--- config.mk ---
export PLATFORM = sky130hd
export DESIGN_NAME = bin_to_bcd_seq
export DESIGN_NICKNAME = d
export VERILOG_FILES = /design/src/rtl/bin_to_bcd_seq.sv
export SDC_FILE = /design/constraint.sdc
export NUM_CORES = 1
export LEC_CHECK = 0
export ABC_AREA = 0
export BUFFER_PORTS_ARGS = -buffer_cell sky130_fd_sc_hd__clkbuf_2
export CAP_MARGIN = 20
export CORE_ASPECT_RATIO = 1.25
export CORE_MARGIN = 5
export CORE_UTILIZATION = 50
export CTS_CLUSTER_DIAMETER = 60
export DETAILED_ROUTE_END_ITERATION = 16
export PLACE_DENSITY = 0.84
export SYNTH_ARGS = -nofsm -noshare
export SYNTH_HDL_FRONTEND = slang
export SYNTH_SLANG_ARGS = --single-unit
--- constraint.sdc ---
create_clock -name clk -period 1.54 [get_ports clk]
set_input_delay 0.308 -clock clk [delete_from_list [all_inputs] [get_ports clk]]
set_output_delay 0.308 -clock clk [all_outputs]
set_load 0.005 [all_outputs]
--- src/rtl/bin_to_bcd_seq.sv ---
// Sequential double-dabble binary to five-digit BCD converter.
// One conversion per accepted start; results held until the next completes.
module bin_to_bcd_seq #(
  parameter int IN_W = 15
) (
  input  logic            clk,
  input  logic            rst,
  input  logic            start,
  input  logic [IN_W-1:0] bin,
  input  logic            sign_in,
  output logic [3:0]      D0,
  output logic [3:0]      D1,
  output logic [3:0]      D2,
  output logic [3:0]      D3,
  output logic [3:0]      D4,
  output logic            neg,
  output logic            busy,
  output logic            done
);

  typedef enum logic [1:0] {
    IDLE,
    SHIFT,
    DONE
  } state_t;

  localparam logic [4:0] CNT_INIT = 5'(IN_W);

  state_t          state;
  logic [IN_W-1:0] shreg;
  logic [19:0]     scratch;
  logic [4:0]      count;
  logic            sign_q;
  logic [19:0]     adj;
  logic [19:0]     nxt;

  // Add-3 on every nibble >= 5 before the shift, no carry between nibbles.
  always_comb begin
    adj = scratch;
    for (int i = 0; i < 5; i++) begin
      if (scratch[4*i +: 4] >= 4'd5)
        adj[4*i +: 4] = scratch[4*i +: 4] + 4'd3;
    end
    nxt = {adj[18:0], shreg[IN_W-1]};
  end

  always_ff @(posedge clk) begin
    if (rst) begin
      state   <= IDLE;
      shreg   <= '0;
      scratch <= '0;
      count   <= '0;
      sign_q  <= 1'b0;
      D0      <= '0;
      D1      <= '0;
      D2      <= '0;
      D3      <= '0;
      D4      <= '0;
      neg     <= 1'b0;
      busy    <= 1'b0;
      done    <= 1'b0;
    end else begin
      unique case (state)
        IDLE: begin
          done <= 1'b0;
          if (start) begin
            shreg   <= bin;
            sign_q  <= sign_in;
            scratch <= '0;
            count   <= CNT_INIT;
            busy    <= 1'b1;
            state   <= SHIFT;
          end
        end
        SHIFT: begin
          scratch <= nxt;
          shreg   <= shreg << 1;
          count   <= count - 5'd1;
          if (count == 5'd1) begin
            D0    <= nxt[3:0];
            D1    <= nxt[7:4];
            D2    <= nxt[11:8];
            D3    <= nxt[15:12];
            D4    <= nxt[19:16];
            neg   <= sign_q;
            done  <= 1'b1;
            state <= DONE;
          end
        end
        DONE: begin
          done  <= 1'b0;
          busy  <= 1'b0;
          state <= IDLE;
        end
        default: begin
          done  <= 1'b0;
          busy  <= 1'b0;
          state <= IDLE;
        end
      endcase
    end
  end

endmodule
[Word-level counts from Yosys, hierarchy flattened]
Cells that the tools add are included.
Word-level totals
  flip-flop bits (word level): 66
  output and inout port bits: 23
Cells by class
  add/sub/neg operators: 6
  $lt $le $gt $ge: 5
  eq/ne operators: 4
  muxes and demuxes: 16
  bitwise operators: 1
  reduce and logical (&&, ||, !) cells: 8
Operators by type and width (count)
  20-bit case mux with 2 select lines: 1
  15-bit case mux with 2 select lines: 1
  4-bit by 3-bit greater-or-equal comparator with 1-bit output (second input constant): 5
  20-bit 2-to-1 mux: 1
  4-bit by 2-bit adder with 4-bit output (second input constant): 4
  4-bit 2-to-1 mux: 4
  15-bit 2-to-1 mux: 1
  5-bit case mux with 2 select lines: 1
  2-bit AND reduction: 5
  5-bit by 1-bit equality test with 1-bit output (second input constant): 1
  5-bit 2-to-1 mux: 1
  5-bit by 1-bit subtractor with 5-bit output (second input constant): 1
  2-bit 2-to-1 mux: 2
  2-bit inequality test (second input constant): 2
  2-bit case mux with 2 select lines: 1
  3-bit by 2-bit adder with 3-bit output (second input constant): 1
  3-bit 2-to-1 mux: 1
  2-bit by 1-bit equality test with 1-bit output (second input constant): 1
  2-bit logical NOT: 1
  1-bit case mux with 2 select lines: 1
  2-bit nonzero test: 1
  2-bit OR reduction: 1
  1-bit 2-to-1 mux: 1
  1-bit inverter: 1

[Longest topological paths before layout]
Gate-level depths: netlist of run 1.
  depth in word-level cells: 3
  depth in mapped cells: 8

[Worst setup path before layout of run 1]
No wires, ideal clock.
  kind: reg2reg
  from: reg count[0]
  to: reg D3[1]
  library setup time: 114 ps
  arrival: 1363 ps
  data required time: 1426 ps
  setup slack: 63 ps
  stages on the path, launching flop included: 8
  period minus slack after synthesis: 1477 ps
  cell sequence: dfxtp_1 ha_1 nor4b_4 and2_1 buf_6 buf_12 nor3b_1 a21o_1
Between the ends
  word-level cells in the longest chain between the ends: 2
Ends and longest elaborated chain
  start: declaration: line 32  | logic [4:0] count;
  start signal: assignment: line 78  | count <= count - 5'd1;
  5-bit by 1-bit equality test with 1-bit output: line 79  | if (count == 5'd1) begin
  2-bit AND reduction (no source line)
  end signal: assignment: line 83  | D3 <= nxt[15:12];
  end: declaration: line 14  | output logic [3:0] D3,
No other way between the ends.
A chain may end at the register's enable or synchronous reset.

[Final worst setup path of run 1]
  from: reg scratch[17]
  to: reg D4[2]
Between the ends
  word-level cells in the longest chain between the ends: 2
  elaborated cells on any way between the ends: 3
  those cells by class: 1 x add/sub; 1 x order compare; 1 x mux
Ends and longest elaborated chain
  start: declaration: line 31  | logic [19:0] scratch;
  start signal: assignment: line 76  | scratch <= nxt;
  4-bit by 3-bit greater-or-equal comparator with 1-bit output or 3-bit by 2-bit adder with 3-bit output (tied branches): line 41, 42
  3-bit 2-to-1 mux (*): line 41  | if (scratch[4*i +: 4] >= 4'd5)
  end signal: assignment: line 84  | D4 <= nxt[19:16];
  end: declaration: line 15  | output logic [3:0] D4,
Every way passes the cells marked *; elsewhere a longest branch is shown, timed or not.

==> flow_summary.toml, run 1 <==
[outcome]
status = "complete, but fails checks"
violations = "negative setup slack"

[synthesis]
syn_nets = 334
synth.most_common_cell = "dfxtp_1"
postSynthCellCount = 303
syn-cell-area_um2 = 2930
synth-seq-cells = 66
synth_common_cells = "dfxtp_1, nor2_1, inv_1"
yosysWarningCount = 0
synth_edf_count = 0
ys_types = 38
synth_area_leaders = "dfxtp_1, ha_1, nor3b_1"
yosysSeqAreaShare = 0.451
synth-main-ff-cell = "dfxtp_1"
async_reset_ff_frac = 0
avgSynthCellArea_um2 = 9.67
synth_top_area_cell = "dfxtp_1"
synth_top_area_frac = 0.451

[sta]
finalSetupViolCount = 1
layout_setup_ws_ps = -8.99
fin_hold_ws_ps = 172
slew_viol_final = 0
fin_skew_ps = 5.69
tightestPinTransition_ps = 621
fin_crit_ps = 1550
rsz0062_at_grt = "true"
max_freq_ghz = 0.646
hold_viol_final = 0
fin_tns_setup_ps = -8.99
finalCritPeriodShare = 1.01
relSlewSlack = 0.583

[die]
dieArea_um2 = 7500
num_rows = 31
core_um2 = 5740
start_util = 0.510
die_w_um = 78.5
ios = 42
dieHeight_um = 95.6

[clock_tree]
clockRootBuffer = "clkbuf_8"
postCtsHoldBufs = 0
cts_tree = "done"
insertion_delay_ps = 340
cts-htree-levels = 3
cts_buffer_depth = 2
clock-sinks = 66
cts_buffers = 9
clk_pin_slew_ps = 70

[drt]
drt-initial-drc-count = 140
wl_per_cell_um = 16.1
first_pass_iters = 4
final_antenna_net_count = 0
drt_wl_total_mm = 7.12
drc = 0
viasPerCell = 5.76
num_vias = 2547

[min_path]
min_path_type = "input pin to flip-flop"

[placement]
place.gp.congestion = 0.832
io_buffers = 41
pre_cts_ws_ps = -43.7
dp_hpwl_mm = 4.67
dp.cells = 423

[grt]
grt_pass1_wl_mm = 11.3
grt_pass1_vias = 2487
grt_max_degree = 25
grt-ovfl-total = 0
antenna_found_initial = 0
grt_usage = 0.192

[finish]
postLayoutCoreUtil = 0.648
final_cells = 442
nNetsFinal = 403
num-fill-cells = 450
drive_above_1_share = 0.330
antennaDiodeCount = 0
area_growth_pct = 27.1

[worst_setup_path]
crit_fanout = 3
critPathKind = "flip-flop to flip-flop"
required_ps = 1800
crit_path_start_kind = "flip-flop"
worstSetupEndpointType = "flip-flop"
critical_path_arrival_ps = 1810

[power]
power_density_nw_per_um2 = 1040
cellLeakagePower_nw = 1.61
peakVddDrop_mv = 0.800

[run]
maxCapViolations = 0
## routing by layer
metal / vias up / track usage / share of wire
met1: 1215 / 0.218 / 0.41
met2: 74 / 0.335 / 0.51
met5: - / 0 / 0
li1: 1240 / - / -
met3: 18 / 0.0397 / 0.054
met4: 0 / 0.111 / 0.027
## worst max-delay path, stage by stage, from the launching register on
cell      delay [ps]
dfxtp_1          340
inv_1             80
ha_1             210
nand2b_4         160
a21oi_4          180
mux2_4           330
o31ai_2          160
## state kept, by name, indices dropped and copies added, names as in the netlist
register,flops
busy,1
shreg,15
neg,1
count,5
D0,4
state,2
D4,4
done,1
sign_q,1
scratch,20
D3,4
D1,4
D2,4
## layout make-up
cell class,instances,area (µm²),area share
Multi-Input combinational cell,199,1530,0.411
Inverter,22,82.6,0.0222
Clock inverter,2,35.0,0.00941
Timing Repair Buffer,74,494,0.133
Tap cell,66,82.6,0.0222
Sequential cell,66,1330,0.357
Clock buffer,13,169,0.0454
## through the flow
stage / total power [mW] / instance area, µm²
final: 3.86 / 3720
after global routing: 4.02 / 3720
after CTS: 3.83 / 3560
after detailed placement: 2.35 / 3340
after global placement: 2.33 / 3340
after floorplan: 2.17 / 2930
## worst paths after layout
| check | from | end | slack, ps | cells past startpoint |
|---|---|---|---|---|
| min reg2reg | D0[0] | D0[0] | 470 | 2 |
| max | scratch[17] | D4[2] | -9 | 6 |
| min | bin[9] | shreg[9] | 170 | 3 |
| max reg2reg | scratch[17] | D4[2] | -9 | 6 |
## logic make-up after synthesis
| kind of cell | Yosys count | share of synthesized area |
|---|---|---|
| xor+xnor | 5 | 0.0150 |
| fa+ha+maj | 12 | 0.0513 |
| simple gates | 84 | 0.161 |
| mux | 6 | 0.0209 |
| buf+inv | 38 | 0.0649 |
| compound gates | 92 | 0.236 |
| flops | 66 | 0.451 |
## placed cells by master (no fill, tap or decap), drive strengths merged, types with 2 or more instances in the layout
master / Yosys / routed
a211oi: 12 / 12
a21o: 9 / 9
a21oi: 15 / 15
a222oi: 8 / 8
a22o: 10 / 10
a22oi: 2 / 2
a2bb2oi: 3 / 3
a32o: 5 / 5
buf: 11 / 32
clkbuf: 5 / 55
dfxtp: 66 / 66
ha: 12 / 12
inv: 22 / 22
mux2i: 5 / 5
nand2: 11 / 11
nand2b: 9 / 9
nand3b: 3 / 3
nor2: 29 / 29
nor3: 11 / 11
nor3b: 18 / 18
o21ai: 11 / 11
o21bai: 2 / 2
o22ai: 6 / 6
o31ai: 7 / 7
xnor2: 5 / 5
## where the power goes
group | total [mW] | switching [mW] | internal, mW
sequential | 1.85 | 0.0586 | 1.79
clock | 1.50 | 0.628 | 0.870
combinational | 0.508 | 0.274 | 0.235
total | 3.86 | 0.960 | 2.90
## repair_timing
item | in CTS | in global routing
resized for setup | 3 | 31
gates cloned | 0 | 1
endpoints found under the setup margin | 6 | 34
pin swaps | 1 | 12
buffers inserted | 0 | 3
Note: power is estimated with default switching activity, not from simulation.
==> run 2, diff against run 1 <==
- RECOVER_POWER: default -> 50
==> run 2 against run 1 <==
  * The flow still finishes with violations (negative setup slack)
  * Register-to-register slack is essentially flat
  * Sequential share of layout area grew 0.14 points
  * Clock power barely moved
  * Utilization down 0.26 points
  * Sequential power barely moved
  * Critical path depth unchanged
  * Flip-flop and latch count unchanged
  * First-iteration DRC count is 2.9% higher
  * Final cell count stayed put
==> flow_summary.toml, run 2 (same netlist as run 1, synthesis figures left out) <==
[finish]
area_growth_pct = 26.6
fin_area_um2 = 3710
reg_top3 = "scratch (20), shreg (15), count (5)"
final_common_cell = "dfxtp_1"
drive_above_1_share = 0.303
largest-register = "scratch"
antennaDiodeCount = 0
nNetsFinal = 403
final_cell_mix = "dfxtp_1, clkbuf_2, nor2_1"
largest_register_ffs = 20
final_cells = 442

[clock_tree]
cts_buffers = 9
clock-sinks = 66
cts_buffer_depth = 2
clockRootBuffer = "clkbuf_8"
clk_pin_slew_ps = 70
cts-htree-levels = 3
cts_tree = "done"
insertion_delay_ps = 340
postCtsHoldBufs = 0

[worst_setup_path]
worstSetupEndpointType = "flip-flop"
slowest_delay_ps = 350
critPathKind = "flip-flop to flip-flop"
critical_path_arrival_ps = 1810
path_buf_inv = 1
worst_path_dominant_cell_family = "flip-flops"
crit_fanout = 3
crit_path_start_kind = "flip-flop"
path_cells = "inv_1 -> ha_1 -> nand2b_4 -> a21oi_4 -> mux2_4 -> o31ai_2"
critPathSlowestCell = "dfxtp_1"
required_ps = 1800

[drt]
drc = 0
first_pass_iters = 4
final_antenna_net_count = 0
drt_wl_total_mm = 7.08
viasPerCell = 5.76
drt-initial-drc-count = 144
wl_per_cell_um = 16.0
num_vias = 2547

[grt]
grt_max_degree = 25
grt_usage = 0.192
grt-ovfl-total = 0
grt_pass1_vias = 2487
antenna_found_initial = 0
grt_pass1_wl_mm = 11.3

[sta]
hold_viol_final = 0
finalSetupViolCount = 1
slew_viol_final = 0
layout_setup_ws_ps = -9.61
fin_skew_ps = 3.97
tightestPinTransition_ps = 609
fin_crit_ps = 1550
max_freq_ghz = 0.645
relSlewSlack = 0.592
finalCritPeriodShare = 1.01
rsz0062_at_grt = "true"

[placement]
dp_hpwl_mm = 4.67
place.gp.congestion = 0.832
pre_cts_ws_ps = -43.7
io_buffers = 41
place_area_um2 = 3340
dp.cells = 423

[run]
maxCapViolations = 0

[die]
ios = 42
dieHeight_um = 95.6
dieArea_um2 = 7500
num_rows = 31
die_w_um = 78.5
start_util = 0.510
core_um2 = 5740

[outcome]
status = "complete, but fails checks"
violations = "negative setup slack"

[power]
cellLeakagePower_nw = 1.58
power_density_nw_per_um2 = 1040
total_power_mw = 3.85
peakVddDrop_mv = 0.802

[min_path]
min_path_type = "input pin to flip-flop"
-- run 2: cell types whose count changed in the layout (fill, tap and decap cells not counted) --
cell      previous run  this run
buf_4               28        27
clkbuf_1             1        11
clkbuf_2            41        32
-- run 2: power by group --
part	internal (mW)	switching, mW
clock	0.870	0.623
sequential	1.79	0.0588
combinational	0.232	0.272
-- run 2: per-stage QoR --
| stage | utilization | TNS [ps] | hold WS [ps] |
|---|---|---|---|
| floorplan | - | 0 | 426 |
| global placement | 0.582 | 0 | 438 |
| detailed placement | 0.582 | -43.7 | 454 |
| CTS | 0.619 | 0 | 165 |
| global route | 0.646 | -387 | 172 |
| finish | 0.646 | -9.61 | 173 |
-- run 2: what timing repair did --
action / 4_1_cts / 5_1_grt
gates resized for setup: 3 / 31
cloned: 0 / 1
buffers inserted: 0 / 3
pin swaps: 1 / 12
endpoints found under the setup margin: 6 / 34
-- run 2: final timing paths --
kind / from / end / slack (ps) / depth (start not counted)
worst min register to register: neg / neg / 460 / 2
worst min-delay path: bin[9] / shreg[9] / 170 / 3
worst max register to register: scratch[17] / D4[2] / -10 / 6
worst max-delay path: scratch[17] / D4[2] / -10 / 6
-- run 2: layout make-up --
| type | count | area, µm² |
|---|---|---|
| fill | 459 | 2030 |
| multi-input combinational | 199 | 1530 |
| sequential | 66 | 1330 |
| timing repair buffer | 74 | 479 |
| clock buffer | 13 | 169 |
| inverter | 22 | 82.6 |
| tap | 66 | 82.6 |
| clock inverter | 2 | 35.0 |
-- run 2: layer usage --
metal,wire length (µm),vias to the layer above,GRT usage
li1,-,1240,-
met1,2790,1208,0.218
met2,3680,81,0.335
met3,429,18,0.0397
met4,175,0,0.111
met5,0,-,0
-- run 2: worst reg2reg max path: stages, from the launching register on --
cell,delay [ps]
dfxtp_1,350
inv_1,90
ha_1,210
nand2b_4,160
a21oi_4,170
mux2_4,330
o31ai_2,160
